===== src/rtl/combat_referee_pkg.sv =====
// Shared definitions for the combat referee: widths, match timing, player
// state codes, hit flag / winner encodings, round phases and box packing.
package combat_referee_pkg;

    // Widths
    localparam int unsigned STATE_W     = 4;
    localparam int unsigned HP_W        = 3;
    localparam int unsigned ROUND_W     = 2;
    localparam int unsigned TIMER_W     = 12;
    localparam int unsigned FLAG_W      = 2;
    localparam int unsigned WIN_W       = 2;
    localparam int unsigned COORD_W     = 10;
    localparam int unsigned BOX_W       = 4 * COORD_W;
    localparam int unsigned FRAME_CNT_W = 7;

    // Match timing and rules
    localparam int unsigned HP_INIT       = 5;
    localparam int unsigned ROUNDS_TO_WIN = 2;
    localparam int unsigned INTRO_FRAMES  = 60;
    localparam int unsigned KO_FRAMES     = 90;
    localparam int unsigned ROUND_FRAMES  = 3600;

    // Player FSM state codes (shared with the player instances)
    localparam logic [STATE_W-1:0] PS_IDLE           = 4'd0;
    localparam logic [STATE_W-1:0] PS_MOVE_FWD       = 4'd1;
    localparam logic [STATE_W-1:0] PS_MOVE_BACK      = 4'd2;
    localparam logic [STATE_W-1:0] PS_B_ATTACK_START = 4'd3;
    localparam logic [STATE_W-1:0] PS_B_ATTACK_END   = 4'd4;
    localparam logic [STATE_W-1:0] PS_D_ATTACK_START = 4'd5;
    localparam logic [STATE_W-1:0] PS_D_ATTACK_ACT   = 4'd6;
    localparam logic [STATE_W-1:0] PS_D_ATTACK_END   = 4'd7;
    localparam logic [STATE_W-1:0] PS_JUMP           = 4'd8;
    localparam logic [STATE_W-1:0] PS_HITSTUN        = 4'd9;
    localparam logic [STATE_W-1:0] PS_BLOCKSTUN      = 4'd10;

    // Hit flag encodings
    localparam logic [FLAG_W-1:0] HIT_NONE  = 2'b00;
    localparam logic [FLAG_W-1:0] HIT_BASIC = 2'b01;
    localparam logic [FLAG_W-1:0] HIT_DIR   = 2'b10;

    // Winner encodings
    localparam logic [WIN_W-1:0] WIN_NONE = 2'b00;
    localparam logic [WIN_W-1:0] WIN_P1   = 2'b01;
    localparam logic [WIN_W-1:0] WIN_P2   = 2'b10;
    localparam logic [WIN_W-1:0] WIN_DRAW = 2'b11;

    // Round phases
    typedef enum logic [2:0] {
        R_IDLE       = 3'd0,
        R_INTRO      = 3'd1,
        R_FIGHT      = 3'd2,
        R_KO         = 3'd3,
        R_MATCH_OVER = 3'd4
    } round_state_e;

    // Box packing {x1,x2,y1,y2}
    localparam int unsigned BOX_X1_LSB = 30;
    localparam int unsigned BOX_X2_LSB = 20;
    localparam int unsigned BOX_Y1_LSB = 10;
    localparam int unsigned BOX_Y2_LSB = 0;

    typedef struct packed {
        logic [COORD_W-1:0] x1;
        logic [COORD_W-1:0] x2;
        logic [COORD_W-1:0] y1;
        logic [COORD_W-1:0] y2;
    } box_t;

    // Health decrement that stops at zero
    function automatic logic [HP_W-1:0] hp_sat_dec(input logic [HP_W-1:0] hp);
        return (hp == '0) ? hp : hp - HP_W'(1);
    endfunction

endpackage


===== src/rtl/combat_referee_box_overlap.sv =====
// Inclusive, unsigned axis-aligned overlap test between two packed boxes.
// Ports: a_i, b_i - packed {x1,x2,y1,y2} boxes; overlap_c_o - combinational result.
module combat_referee_box_overlap
    import combat_referee_pkg::*;
(
    input  logic [BOX_W-1:0] a_i,
    input  logic [BOX_W-1:0] b_i,
    output logic             overlap_c_o
);

    box_t a_box;
    box_t b_box;

    assign a_box = a_i;
    assign b_box = b_i;

    assign overlap_c_o = (a_box.x1 <= b_box.x2) && (b_box.x1 <= a_box.x2) &&
                         (a_box.y1 <= b_box.y2) && (b_box.y1 <= a_box.y2);

endmodule


===== src/rtl/combat_referee.sv =====
// Match controller and hit arbiter between the two players and the renderer.
// Inputs: clk, rst (async, active-high), start pulse, player state codes and
// basic/directional/hurt boxes. Outputs (all registered): per-player hit flags,
// health and round wins, round phase, fight timer, player hold and winner.
module combat_referee
    import combat_referee_pkg::*;
(
    input  logic               clk,
    input  logic               rst,
    input  logic               start,
    input  logic [STATE_W-1:0] p1_state,
    input  logic [STATE_W-1:0] p2_state,
    input  logic [BOX_W-1:0]   p1_basic_box,
    input  logic [BOX_W-1:0]   p2_basic_box,
    input  logic [BOX_W-1:0]   p1_dir_box,
    input  logic [BOX_W-1:0]   p2_dir_box,
    input  logic [BOX_W-1:0]   p1_hurt_box,
    input  logic [BOX_W-1:0]   p2_hurt_box,
    output logic [FLAG_W-1:0]  p1_hit_flag,
    output logic [FLAG_W-1:0]  p2_hit_flag,
    output logic [HP_W-1:0]    p1_hp,
    output logic [HP_W-1:0]    p2_hp,
    output logic [ROUND_W-1:0] p1_rounds,
    output logic [ROUND_W-1:0] p2_rounds,
    output logic [2:0]         round_state,
    output logic [TIMER_W-1:0] timer,
    output logic               player_hold,
    output logic [WIN_W-1:0]   winner
);

    round_state_e           round_q, round_d;
    logic [FRAME_CNT_W-1:0] frame_q, frame_d;
    logic [TIMER_W-1:0]     timer_q, timer_d;
    logic [HP_W-1:0]        hp1_q, hp1_d, hp2_q, hp2_d;
    logic [ROUND_W-1:0]     rnd1_q, rnd1_d, rnd2_q, rnd2_d;
    logic [FLAG_W-1:0]      flag1_q, flag1_d, flag2_q, flag2_d;
    logic [WIN_W-1:0]       win_q, win_d;
    logic                   hold_q, hold_d;
    logic                   done1_q, done1_d, done2_q, done2_d;

    logic ov_p1b_c, ov_p1d_c, ov_p2b_c, ov_p2d_c;
    logic [FLAG_W-1:0] atk1_c, atk2_c;
    logic acc1_c, acc2_c;

    // Attack boxes against the opponent's hurtbox
    combat_referee_box_overlap u_ov_p1b (.a_i(p1_basic_box), .b_i(p2_hurt_box), .overlap_c_o(ov_p1b_c));
    combat_referee_box_overlap u_ov_p1d (.a_i(p1_dir_box),   .b_i(p2_hurt_box), .overlap_c_o(ov_p1d_c));
    combat_referee_box_overlap u_ov_p2b (.a_i(p2_basic_box), .b_i(p1_hurt_box), .overlap_c_o(ov_p2b_c));
    combat_referee_box_overlap u_ov_p2d (.a_i(p2_dir_box),   .b_i(p1_hurt_box), .overlap_c_o(ov_p2d_c));

    // Landing attack kind per attacker, then acceptance against a non-stunned defender
    always_comb begin
        atk1_c = HIT_NONE;
        atk2_c = HIT_NONE;
        if (p1_state == PS_B_ATTACK_END && ov_p1b_c)      atk1_c = HIT_BASIC;
        else if (p1_state == PS_D_ATTACK_END && ov_p1d_c) atk1_c = HIT_DIR;
        if (p2_state == PS_B_ATTACK_END && ov_p2b_c)      atk2_c = HIT_BASIC;
        else if (p2_state == PS_D_ATTACK_END && ov_p2d_c) atk2_c = HIT_DIR;
        acc1_c = (round_q == R_FIGHT) && !done1_q && (atk1_c != HIT_NONE) &&
                 (p2_state != PS_HITSTUN) && (p2_state != PS_BLOCKSTUN);
        acc2_c = (round_q == R_FIGHT) && !done2_q && (atk2_c != HIT_NONE) &&
                 (p1_state != PS_HITSTUN) && (p1_state != PS_BLOCKSTUN);
    end

    // State register
    always_ff @(posedge clk or posedge rst) begin
        if (rst) begin
            round_q <= R_IDLE;
            frame_q <= '0;
            timer_q <= '0;
            hp1_q   <= HP_W'(HP_INIT);
            hp2_q   <= HP_W'(HP_INIT);
            rnd1_q  <= '0;
            rnd2_q  <= '0;
            flag1_q <= HIT_NONE;
            flag2_q <= HIT_NONE;
            win_q   <= WIN_NONE;
            hold_q  <= 1'b1;
            done1_q <= 1'b0;
            done2_q <= 1'b0;
        end else begin
            round_q <= round_d;
            frame_q <= frame_d;
            timer_q <= timer_d;
            hp1_q   <= hp1_d;
            hp2_q   <= hp2_d;
            rnd1_q  <= rnd1_d;
            rnd2_q  <= rnd2_d;
            flag1_q <= flag1_d;
            flag2_q <= flag2_d;
            win_q   <= win_d;
            hold_q  <= hold_d;
            done1_q <= done1_d;
            done2_q <= done2_d;
        end
    end

    // Next-state: hit resolution, then round sequencing
    always_comb begin
        round_d = round_q;
        frame_d = frame_q + FRAME_CNT_W'(1);
        timer_d = timer_q;
        hp1_d   = hp1_q;
        hp2_d   = hp2_q;
        rnd1_d  = rnd1_q;
        rnd2_d  = rnd2_q;
        flag1_d = HIT_NONE;
        flag2_d = HIT_NONE;
        win_d   = win_q;
        hold_d  = 1'b1;
        done1_d = done1_q;
        done2_d = done2_q;

        // One hit per attack instance: latch rearms once the attack state is left
        if (p1_state != PS_B_ATTACK_END && p1_state != PS_D_ATTACK_END) done1_d = 1'b0;
        if (p2_state != PS_B_ATTACK_END && p2_state != PS_D_ATTACK_END) done2_d = 1'b0;

        // A backing-off defender blocks: flag still sent, health kept
        if (acc1_c) begin
            done1_d = 1'b1;
            flag2_d = atk1_c;
            if (p2_state != PS_MOVE_BACK) hp2_d = hp_sat_dec(hp2_q);
        end
        if (acc2_c) begin
            done2_d = 1'b1;
            flag1_d = atk2_c;
            if (p1_state != PS_MOVE_BACK) hp1_d = hp_sat_dec(hp1_q);
        end

        unique case (round_q)
            R_IDLE, R_MATCH_OVER: begin
                if (start) begin
                    round_d = R_INTRO;
                    rnd1_d  = '0;
                    rnd2_d  = '0;
                end
            end
            R_INTRO: begin
                if (frame_q == FRAME_CNT_W'(INTRO_FRAMES - 1)) round_d = R_FIGHT;
            end
            R_FIGHT: begin
                timer_d = timer_q - TIMER_W'(1);
                if (hp1_d == '0 || hp2_d == '0) begin
                    // Bit set for each knocked-out side: 10 P2 wins, 01 P1 wins, 11 draw
                    round_d = R_KO;
                    win_d   = {hp1_d == '0, hp2_d == '0};
                end else if (timer_d == '0) begin
                    round_d = R_KO;
                    if (hp1_d > hp2_d)      win_d = WIN_P1;
                    else if (hp2_d > hp1_d) win_d = WIN_P2;
                    else                    win_d = WIN_DRAW;
                end
                if (round_d == R_KO) begin
                    if (win_d == WIN_P1) rnd1_d = rnd1_q + ROUND_W'(1);
                    if (win_d == WIN_P2) rnd2_d = rnd2_q + ROUND_W'(1);
                end
            end
            R_KO: begin
                if (frame_q == FRAME_CNT_W'(KO_FRAMES - 1)) begin
                    if (rnd1_q == ROUND_W'(ROUNDS_TO_WIN) || rnd2_q == ROUND_W'(ROUNDS_TO_WIN))
                        round_d = R_MATCH_OVER;
                    else
                        round_d = R_INTRO;
                end
            end
            default: round_d = R_IDLE;
        endcase

        // Every round starts fresh
        if (round_d == R_INTRO) begin
            hp1_d   = HP_W'(HP_INIT);
            hp2_d   = HP_W'(HP_INIT);
            timer_d = TIMER_W'(ROUND_FRAMES);
            win_d   = WIN_NONE;
        end

        // Flags only leave the block while fighting continues
        if (round_d != R_FIGHT) begin
            flag1_d = HIT_NONE;
            flag2_d = HIT_NONE;
        end

        if (round_d != round_q) frame_d = '0;
        hold_d = !(round_d == R_FIGHT || round_d == R_KO);
    end

    assign round_state = round_q;
    assign p1_hit_flag = flag1_q;
    assign p2_hit_flag = flag2_q;
    assign p1_hp       = hp1_q;
    assign p2_hp       = hp2_q;
    assign p1_rounds   = rnd1_q;
    assign p2_rounds   = rnd2_q;
    assign timer       = timer_q;
    assign player_hold = hold_q;
    assign winner      = win_q;

endmodule


===== config.mk =====
export PLATFORM = sky130hd
export DESIGN_NAME = combat_referee
export DESIGN_NICKNAME = d
export VERILOG_FILES = /design/src/rtl/combat_referee_pkg.sv /design/src/rtl/combat_referee_box_overlap.sv /design/src/rtl/combat_referee.sv
export SDC_FILE = /design/constraint.sdc
export NUM_CORES = 1
export LEC_CHECK = 0
export CORE_MARGIN = 4
export CORE_UTILIZATION = 44
export DETAILED_ROUTE_END_ITERATION = 8
export GPL_TIMING_DRIVEN = 0
export PLACE_DENSITY = 0.83
export SLEW_MARGIN = 20
export SYNTH_ARGS = -nofsm -noshare
export SYNTH_HDL_FRONTEND = slang
export SYNTH_SLANG_ARGS = --single-unit

===== constraint.sdc =====
create_clock -name clk -period 4.4 [get_ports clk]
set_input_delay 0.88 -clock clk [delete_from_list [all_inputs] [get_ports clk]]
set_output_delay 0.88 -clock clk [all_outputs]
set_load 0.02 [all_outputs]

# ---- Word-level counts from Yosys, hierarchy flattened
# Cells that the tools add are included.
# W data, S select, Z words.
dict set report totals {
  ff_bits 41
  out_inout_bits 32
  inputBits 251
}
dict set report op_classes {
  n_lt_le_gt_ge 18
  n_eq_ne 34
  n_mux 45
  add_sub_neg 6
  n_reduce_logical 47
}
# cell count
set ops {}
lappend ops {{$le A10 B10 Y1} 16}
lappend ops {{$mux W3} 15}
lappend ops {{$mux W2} 19}
lappend ops {{$logic_and A1 B1 Y1} 26}
lappend ops {{$mux W12} 2}
lappend ops {{$eq A4 B3 Y1 const B} 4}
lappend ops {{$ne A4 B3 Y1 const B} 4}
lappend ops {{$ne A4 B4 Y1 const B} 4}
lappend ops {{$eq A3 B2 Y1 const B} 5}
lappend ops {{$logic_not A3 Y1} 5}
lappend ops {{$logic_not A12 Y1} 1}
lappend ops {{$pmux W3 S4} 1}
lappend ops {{$reduce_bool A2 Y1} 6}
lappend ops {{$sub A12 B1 Y12 const B} 1}
lappend ops {{$ne A4 B2 Y1 const B} 2}
lappend ops {{$pmux W2 S2} 2}
lappend ops {{$reduce_and A4 Y1} 2}
lappend ops {{$add A7 B1 Y7 const B} 1}
lappend ops {{$eq A7 B6 Y1 const B} 1}
lappend ops {{$eq A7 B7 Y1 const B} 1}
lappend ops {{$mux W7} 1}
lappend ops {{$eq A2 B2 Y1 const B} 3}
lappend ops {{$eq A3 B1 Y1 const B} 2}
lappend ops {{$gt A3 B3 Y1} 2}
lappend ops {{12 further kinds} 24}

# ---- Depth between registers and ports, before layout
# Gate-level depths: netlist (run 1).
dict set report logic_depth {
  word_depth 22
  ltp_mapped 19
  ltp_nobuf 19
}

# ---- Hierarchy
# A second synthesis (run 1) with hierarchy kept.
dict set report unflattened {
  cells_unflattened 865
  area_unflattened_um2 6940.4
}
# module cells_each seq_area_each_um2 area_per_inst_um2 instances
set modules_own_cells {}
lappend modules_own_cells {combat_referee_box_overlap 143 0.0 1034.7 4}
lappend modules_own_cells {combat_referee 293 1032.2 2801.4 1}

# ---- Worst setup path after synthesis (run 1)
# No wires, ideal clock.
dict set report synth_timing {
  path_kind {in2reg}
  startpoint {input port p2_basic_box[3]}
  endpoint {register rnd1_q[0], in the netlist p1_rounds[0]}
  setup_ps 125
  required_time_ps 4275
  stages 19
  t_arrival_ps 4312
  setup_slack_ps -36
  cell_sequence {inv_1 ha_1 a21o_1 a21o_1 a221oi_1 o21ai_0 a2111oi_4 o21ai_2 or2_2 mux2_1 ha_1 nor2b_1 o21ai_0 nand2b_1 mux2i_1 nor2_1 o2bb2ai_1 o211ai_1 mux2_2}
}
dict set report synth_via {
  elab_chain_len 18
}
# element line_no
set synth_rtl {}
lappend synth_rtl {{start: declaration} combat_referee.sv:14} ;# input logic [BOX_W-1:0] p2_basic_box,
lappend synth_rtl {{$le A10 B10 Y1 *} combat_referee_box_overlap.sv:18} ;# (a_box.y1 <= b_box.y2) && (b_box.y1 <= a_box.y2);
lappend synth_rtl {{$logic_and A1 B1 Y1 *} combat_referee_box_overlap.sv:18}
lappend synth_rtl {{$logic_and A1 B1 Y1 *} combat_referee.sv:57} ;# if (p2_state == PS_B_ATTACK_END && ov_p2b_c) atk2_c = HIT_BASIC;
lappend synth_rtl {{$mux W2 *} combat_referee.sv:57}
lappend synth_rtl {{$reduce_bool A2 Y1 *} combat_referee.sv:61} ;# acc2_c = (round_q == R_FIGHT) && !done2_q && (atk2_c != HIT_NONE) &&
lappend synth_rtl {{$logic_and A1 B1 Y1 * (2 in series)} combat_referee.sv:61}
lappend synth_rtl {{$logic_and A1 B1 Y1 *} combat_referee.sv:62} ;# (p1_state != PS_HITSTUN) && (p1_state != PS_BLOCKSTUN);
lappend synth_rtl {{$mux W3 *} combat_referee.sv:124} ;# if (acc2_c) begin
lappend synth_rtl {{$gt A3 B3 Y1} combat_referee.sv:150} ;# else if (hp2_d > hp1_d) win_d = WIN_P2;
lappend synth_rtl {{$mux W1} combat_referee.sv:150}
lappend synth_rtl {{$mux W2} combat_referee.sv:149} ;# if (hp1_d > hp2_d) win_d = WIN_P1;
lappend synth_rtl {{$mux W2} combat_referee.sv:147} ;# end else if (timer_d == '0) begin
lappend synth_rtl {{$mux W2} combat_referee.sv:143} ;# if (hp1_d == '0 || hp2_d == '0) begin
lappend synth_rtl {{$mux W2} combat_referee.sv:130} ;# unique case (round_q)
lappend synth_rtl {{$eq A2 B1 Y1} combat_referee.sv:154} ;# if (win_d == WIN_P1) rnd1_d = rnd1_q + ROUND_W'(1);
lappend synth_rtl {{$ne A2 B1 Y1 (no line)} n/a}
lappend synth_rtl {{$reduce_and A4 Y1 (no line) *} n/a}
lappend synth_rtl {{end signal: assignment} combat_referee.sv:87} ;# rnd1_q <= rnd1_d;
lappend synth_rtl {{end: declaration} combat_referee.sv:35} ;# logic [ROUND_W-1:0] rnd1_q, rnd1_d, rnd2_q, rnd2_d;
# Mark *: on every way between the ends. The rest lies on a longest branch, timed or not. The select of a mux whose other input is x is not followed.
# A chain may end at the register's enable or synchronous reset.

# ---- Worst setup path after layout (run 1)
dict set report layout_timing {
  startpoint {input port p2_hurt_box[25]}
  endpoint {register rnd1_q[0], in the netlist p1_rounds[0]}
}
dict set report layout_via {
  elab_chain_len 21
}
# element line_no
set layout_rtl {}
lappend layout_rtl {{start: declaration} combat_referee.sv:18} ;# input logic [BOX_W-1:0] p2_hurt_box,
lappend layout_rtl {{$le A10 B10 Y1} combat_referee_box_overlap.sv:17} ;# assign overlap_c_o = (a_box.x1 <= b_box.x2) && (b_box.x1 <= a_box.x2) &&
lappend layout_rtl {{$logic_and A1 B1 Y1 (2 in series)} combat_referee_box_overlap.sv:17}
lappend layout_rtl {{$logic_and A1 B1 Y1} combat_referee_box_overlap.sv:18}
lappend layout_rtl {{$logic_and A1 B1 Y1} combat_referee.sv:56} ;# else if (p1_state == PS_D_ATTACK_END && ov_p1d_c) atk1_c = HIT_DIR;
lappend layout_rtl {{$mux W2} combat_referee.sv:56}
lappend layout_rtl {{$mux W2 *} combat_referee.sv:55} ;# if (p1_state == PS_B_ATTACK_END && ov_p1b_c) atk1_c = HIT_BASIC;
lappend layout_rtl {{$reduce_bool A2 Y1 *} combat_referee.sv:59} ;# acc1_c = (round_q == R_FIGHT) && !done1_q && (atk1_c != HIT_NONE) &&
lappend layout_rtl {{$logic_and A1 B1 Y1 * (2 in series)} combat_referee.sv:59}
lappend layout_rtl {{[... 3 more ...]} n/a}
lappend layout_rtl {{$mux W1} combat_referee.sv:150}
lappend layout_rtl {{$mux W2} combat_referee.sv:149}
lappend layout_rtl {{$mux W2} combat_referee.sv:147}
lappend layout_rtl {{$mux W2} combat_referee.sv:143}
lappend layout_rtl {{$mux W2} combat_referee.sv:130}
lappend layout_rtl {{$eq A2 B1 Y1} combat_referee.sv:154}
lappend layout_rtl {{$ne A2 B1 Y1 (no line)} n/a}
lappend layout_rtl {{$reduce_and A4 Y1 (no line) *} n/a}
# Marked as above.

==> results.sh, run 1 <==
export IMPL_outcome="complete, but fails checks"
export IMPL_violations="setup timing"
export IMPL_crit_family="compound AO/OA/AOI/OAI gates"
export IMPL_cts_tree="built"
export IMPL_worstHoldPathType="flop to flop"
export IMPL_setup_viol=2
export IMPL_dieHeight_um=130
export IMPL_synth_distinct_cells=83
export IMPL_post_route_min_period_ns=4.45
export IMPL_grt_busiest_layer="met2"
export IMPL_grt_ovfl_total=0
export IMPL_syn_area_mm2=0.00656
export IMPL_cts_root_buf="clkbuf_16"
export IMPL_cp_start_kind="input pin"
export IMPL_total_power_mw=1.53
export IMPL_crit_chain="clkdlybuf4s50_1 > inv_1 > ha_1 > nand2_2 > nor3_4 > a221oi_2 > a32oi_2 > buf_4 > a211oi_4 > a22oi_2 > mux2i_2 > ha_4 > nor2b_4 > o21ai_2 > nand2b_1 > mux2i_1 > nor2_1 > o2bb2ai_2 > o211ai_1 > mux2_4"
export IMPL_timing_hold_violations_final=0
export IMPL_slowest_stage="clkdlybuf4s50_1"
export IMPL_placementRows=44
export IMPL_clockBufferDepth=2
export IMPL_worstPathMaxFanout=2
export IMPL_die_w_um=130
export IMPL_whs_ns=0.517
export IMPL_drc=0
export IMPL_ys_ff_latch=41
export IMPL_crit_start="p2_hurt_box[25]"
export IMPL_viasPerCell=5.61
export IMPL_die_area_mm2=0.0169
export IMPL_pin_count=283
export IMPL_use_met2=0.517
export IMPL_ys_async_sr_fraction=1.00
export IMPL_cts_num_sinks=41
export IMPL_ant_nets=0
export IMPL_finish_utilization=0.794
export IMPL_drt_initial_drc_count=374
export IMPL_cp_arrival_ns=4.62
export IMPL_clk_pin_slew_ns=0.06
export IMPL_rsz0062_at_grt="true"
export IMPL_tightest_slew_ns=0.904
export IMPL_htreeDepth=2
export IMPL_critPathCaptureType="flop"
export IMPL_cp_required_ns=4.57
export IMPL_min_from="frame_q[0]"
export IMPL_antenna_found_initial=6
export IMPL_vias=7325
export IMPL_synth_avg_cell_area_um2=8.37
export IMPL_ys_warn_count=0
export IMPL_slowest_delay_ns=0.45
export IMPL_setup_slack_ns=-0.0499
export IMPL_wl_per_cell_um=19.8
export IMPL_first_global_vias=7649
export IMPL_initial_core_util=0.449
export IMPL_vdd_drop_max_uv=121
export IMPL_drv_slew=0
export IMPL_drive_gt1_frac=0.341
export IMPL_drt_wl_total_um=25800
export IMPL_dpl_hpwl_um=18300
export IMPL_grt_pass1_wl_um=36600
export IMPL_grt_use_met3=0.0639
export IMPL_nets=1540
export IMPL_period_share=1.01
export IMPL_place_congestion=0.896
export IMPL_crit_buf_inv=3
export IMPL_core_mm2=0.0146
export IMPL_drt_pre_antenna_iters=4
export IMPL_path_class="input pin to flop"
export IMPL_synth_edff_count=0
export IMPL_gr_usage_met1=0.282
export IMPL_grt_usage=0.272
export IMPL_drv_cap=0
export IMPL_fin_skew_ns=0.00322
export IMPL_areaGrowthSynthToFinish_pct=76.6
export IMPL_slew_headroom=0.396
export IMPL_grt_max_degree=22
export IMPL_synthesis_nets=1208
export IMPL_synth_main_ff_cell="dfrtp_1"
export IMPL_fmax_ghz=0.225
export IMPL_yosysSeqAreaShare=0.157
export IMPL_r2r_start="round_state[0]"
export IMPL_port_buffers=282
export IMPL_synthCells=783
export IMPL_clock_latency_ns=0.28
export IMPL_power_density_mw_per_mm2=132
export IMPL_p_leak_nw=5.33
export IMPL_final_setup_tns_ns=-0.0588
export IMPL_numCtsBuffers=5
==> cell usage in the layout (no fill, tap or decap), types with 8 or more instances in the layout <==
cell,Yosys,final
clkdlybuf4s50_1,0,124
ha_4,0,85
inv_1,150,84
ha_1,174,80
dlygate4sd2_1,0,66
inv_2,1,61
buf_4,0,43
nand2_1,43,41
nor2_1,40,37
dfrtp_1,36,36
dlymetal6s2s_1,0,31
nand4_1,25,25
a21o_1,22,22
a21oi_1,40,21
buf_2,1,21
a21oi_2,0,19
o21ai_0,29,19
clkdlybuf4s15_1,0,19
nor3_2,8,15
xnor2_1,14,13
nand3_1,19,11
nor2b_1,11,10
clkbuf_2,1,9
a211oi_2,2,9
buf_6,1,9
ha_2,0,9
nand2b_1,9,8
==> power breakdown <==
part / total [mW] / switching [mW] / internal (mW)
registers: 0.377 / 0 / 0.377
logic: 0.795 / 0.362 / 0.433
clock network: 0.354 / 0.146 / 0.208
==> worst paths after layout <==
kind                            cells after the start  slack (ns)      endpoint
max in group asynchronous                           3        2.91      p2_hp[0]
min in group asynchronous                           2        0.94  p1_rounds[0]
worst max-delay path                               20       -0.05  p1_rounds[0]
worst max register to register                     17        0.19  p1_rounds[0]
worst min-delay path                                1        0.52    frame_q[0]
worst min register to register                      1        0.52    frame_q[0]
==> final cells by class <==
| type | instances | area (µm²) |
|---|---|---|
| clock inverter | 3 | 17.5 |
| inverter | 152 | 587 |
| sequential | 41 | 1030 |
| clock buffer | 5 | 125 |
| tap | 184 | 230 |
| multi-input combinational | 586 | 6510 |
| antenna | 6 | 15.0 |
| timing repair buffer | 325 | 3030 |
| fill | 864 | 3010 |
| buffer | 4 | 25.0 |
==> cell families (layout without fill, tap and decap cells) <==
logic type,Yosys count,count (layout),share of synthesized area
AO/OA/AOI/OAI,158,158,0.174
XOR/XNOR,21,21,0.0281
adder cells (fa/ha/maj),174,174,0.332
buffers and inverters,156,489,0.0910
flip-flops,41,41,0.157
multiplexers,11,11,0.0204
other,0,6,0
AND/OR/NAND/NOR,222,222,0.196
==> per-layer routing <==
layer  vias to the layer above  wire [µm]  part of all wire
met5                         -          0                 0
met4                         0       1190             0.046
met2                       322      13500              0.52
met3                        83       1980             0.077
met1                      3452       9110              0.35
li1                       3468          -                 -
==> worst register-to-register path: cells and delay by family, from the launching register on <==
family | cells | cell delay, ns
flip-flops | 1 | 0.38
multiplexers | 3 | 0.84
buffers and inverters | 1 | 0.18
AO/OA/AOI/OAI | 7 | 1.34
AND/OR/NAND/NOR | 5 | 1.12
adder cells (fa/ha/maj) | 1 | 0.24
==> Yosys cell counts (all sizes together) (8+ instances only) <==
master  count  area (µm²)
ha        174        2180
inv       151         567
nand2      44         173
a21oi      40         200
nor2       40         150
dfrtp      36         901
o21ai      31         159
nand4      25         156
nor3       24         160
a21o       22         165
nand3      19        95.1
a211oi     16         130
xnor2      14         123
nor2b      11        68.8
nand2b      9        56.3
a31oi       8        50.1
mux2i       8        96.3
o211ai      8        65.1
==> per-stage QoR <==
stage                     setup slack (ns)  instance area [µm²]  cells
after floorplan                     0.0451                 6560    783
after global placement              -0.901                 9610   1249
after detailed placement            -0.947                 9640   1250
after CTS                         0.000447                11000   1288
after global routing                -0.246                11600   1306
final                              -0.0499                11600   1306
==> state kept, by name (all words and copies together) (netlist names) <==
signal,cells
player_hold,1
p2_hit_flag,2
winner,2
round_state,3
p1_hp,3
done2_q,1
p2_hp,3
p1_rounds,2
p1_hit_flag,2
frame_q,7
p2_rounds,2
timer,12
done1_q,1
==> repair_timing <==
action / 4_1_cts / 5_1_grt
pin swaps: 163 / 83
endpoints found under the setup margin: 6 / 3
cloned: 0 / 0
setup buffers: 30 / 12
hold buffers: 0 / 0
resized for setup: 439 / 127
Note: power is estimated with default switching activity, not from simulation.
==> inputs of run 2 (changes only) <==
--- a/config.mk
+++ b/config.mk
@@ -5,6 +5,7 @@
 export SDC_FILE = /design/constraint.sdc
 export NUM_CORES = 1
 export LEC_CHECK = 0
+export ABC_CLOCK_PERIOD_IN_PS = 4900
 export CORE_MARGIN = 4
 export CORE_UTILIZATION = 44
 export DETAILED_ROUTE_END_ITERATION = 8
==> constraint.sdc (replaced) <==
create_clock -name clk -period 4.9 [get_ports clk]
set_input_delay 0.98 -clock clk [delete_from_list [all_inputs] [get_ports clk]]
set_output_delay 0.98 -clock clk [all_outputs]
set_load 0.02 [all_outputs]
==> run 2 against run 1 <==
Effect of this change: the flow now finishes without violations; global-route usage is 4.3 points lower; non-clock buffer count down 34; first-iteration DRC count down 26%.
==> results.sh, run 2 (synthesis gave the netlist of run 1 again) <==
export IMPL_path_class="input pin to flop"
export IMPL_cts_tree="built"
export IMPL_critPathCaptureType="flop"
export IMPL_cp_required_ns=5.07
export IMPL_slew_headroom=0.313
export IMPL_cts_num_sinks=41
export IMPL_placementRows=44
export IMPL_p_seq_frac=0.262
export IMPL_diodes=0
export IMPL_p_leak_nw=4.94
export IMPL_grt_max_degree=30
export IMPL_dieHeight_um=130
export IMPL_cp_start_kind="input pin"
export IMPL_port_buffers=282
export IMPL_hold_buffers=0
export IMPL_fin_skew_ns=0.00466
export IMPL_nFillCells=1109
export IMPL_cts_root_buf="clkbuf_16"
export IMPL_htreeDepth=2
export IMPL_drive_gt1_frac=0.115
export IMPL_pin_count=283
export IMPL_first_global_vias=6913
export IMPL_whs_path_depth=2
export IMPL_design_area_mm2=0.0104
export IMPL_cp_arrival_ns=4.92
export IMPL_period_share=0.970
export IMPL_drc=0
export IMPL_drt_initial_drc_count=278
export IMPL_setup_viol=0
export IMPL_worstPathMaxFanout=2
export IMPL_tightest_slew_ns=1.03
export IMPL_post_route_min_period_ns=4.75
export IMPL_vias=6908
export IMPL_antenna_found_initial=0
export IMPL_layout_commonest_cell="clkdlybuf4s50_1"
export IMPL_clockBufferDepth=2
export IMPL_core_mm2=0.0146
export IMPL_ant_nets=0
export IMPL_wl_met2_um=10500
export IMPL_largest_register_ffs=12
export IMPL_whs_ns=0.517
export IMPL_die_w_um=130
export IMPL_r2r_cells=17
export IMPL_vdd_drop_max_uv=126
export IMPL_areaGrowthSynthToFinish_pct=58.0
export IMPL_highest_layer="met4"
export IMPL_nets=1506
export IMPL_initial_core_util=0.449
export IMPL_grt_ovfl_total=0
export IMPL_r2r_slack_ns=0.80
export IMPL_dpl_hpwl_um=17900
export IMPL_clk_pin_slew_ns=0.06
export IMPL_numCtsBuffers=5
export IMPL_cell_internal_pwr_mw=0.927
export IMPL_p_switching_mw=0.367
export IMPL_power_density_mw_per_mm2=125
export IMPL_wl_per_cell_um=16.7
export IMPL_grt_usage=0.229
export IMPL_layout_common_cells="262 x clkdlybuf4s50_1, 151 x ha_1, 138 x inv_1, 43 x nand2_1, 40 x nor2_1"
export IMPL_die_area_mm2=0.0169
export IMPL_final_setup_tns_ns=0
export IMPL_regArea_mm2=0.00103
export IMPL_drv_slew=0
export IMPL_clock_latency_ns=0.28
export IMPL_drt_pre_antenna_iters=5
export IMPL_p_comb_frac=0.440
export IMPL_met1Wirelength_um=7850
export IMPL_fmax_ghz=0.210
export IMPL_wl_met3_um=2000
export IMPL_switching_share=0.284
export IMPL_drt_wl_total_um=21100
export IMPL_place_area_mm2=0.00963
export IMPL_multi_input_area_mm2=0.00537
export IMPL_viasPerCell=5.46
export IMPL_timing_hold_violations_final=0
export IMPL_pwr_share_clk=0.298
export IMPL_drv_cap=0
export IMPL_worstHoldPathType="flop to flop"
export IMPL_grt_pass1_wl_um=31300
export IMPL_outcome="complete, no violations"
export IMPL_place_congestion=0.891
[run 2: changes by cell type in the layout (fill, tap and decap cells not counted), sizes merged, moves of 11 or more]
cell	delta
buf	-63
clkdlybuf4s15	-24
dlygate4sd2	-66
clkdlybuf4s50	+138
dlymetal6s2s	-11
[run 2: power by group through the flow]
stage          combinational (mW)  sequential (mW)  clock, mW
2_1_floorplan               0.233            0.345          0
3_3_place_gp                0.499            0.345          0
3_5_place_dp                0.516            0.345          0
4_1_cts                     0.524            0.339      0.387
5_1_grt                     0.635            0.339      0.402
6_report                    0.569            0.339      0.386
[run 2: what timing repair did]
action,CTS,global route
buffers inserted,3,5
gates resized for setup,9,88
pin swaps,5,42
setup endpoints to repair,5,5
[run 2: metrics by stage]
step	std cells	utilization	setup slack, ns	power, mW
finish	1266	0.710	0.147	1.29
global route	1266	0.710	-0.0279	1.38
floorplan	783	-	0.364	0.578
global placement	1249	0.659	-0.530	0.844
detailed placement	1250	0.660	-0.583	0.861
CTS	1261	0.675	0.000592	1.25
[run 2: critical path: stages]
cell and delay (ns):
clkdlybuf4s50_1 0.45, inv_1 0.07, ha_4 0.22, o21ai_1 0.15, nor2_1 0.09, o41a_1 0.45
a2111oi_4 0.40, o21ai_2 0.10, or2_4 0.26, mux2_4 0.33, ha_4 0.22, nor2b_2 0.14
o21ai_1 0.13, nand2b_1 0.08, mux2i_1 0.20, nor2_1 0.07, o2bb2ai_1 0.15, o211ai_1 0.13
mux2_4 0.29
[run 2: metal layers]
metal / global-route usage / up-vias
li1: - / 3389
met1: 0.240 / 3159
met2: 0.428 / 306
met3: 0.0655 / 54
met4: 0.0905 / 0
met5: 0 / -
[run 2: cell type report]
| class | instances | area share |
|---|---|---|
| Buffer | 4 | 0.00242 |
| Clock buffer | 7 | 0.0138 |
| Clock inverter | 1 | 0.00290 |
| Inverter | 152 | 0.0552 |
| Multi-Input combinational cell | 586 | 0.519 |
| Sequential cell | 41 | 0.0997 |
| Tap cell | 184 | 0.0222 |
| Timing Repair Buffer | 291 | 0.285 |
[run 2: worst paths after layout]
kind	startpoint	end
worst max-delay path	p1_hurt_box[8]	p1_rounds[0]
worst min-delay path	done1_q	done1_q
worst max register to register	round_state[0]	p1_rounds[0]
worst min register to register	done1_q	done1_q
max in group asynchronous	rst	p1_hp[0]
min in group asynchronous	rst	frame_q[4]
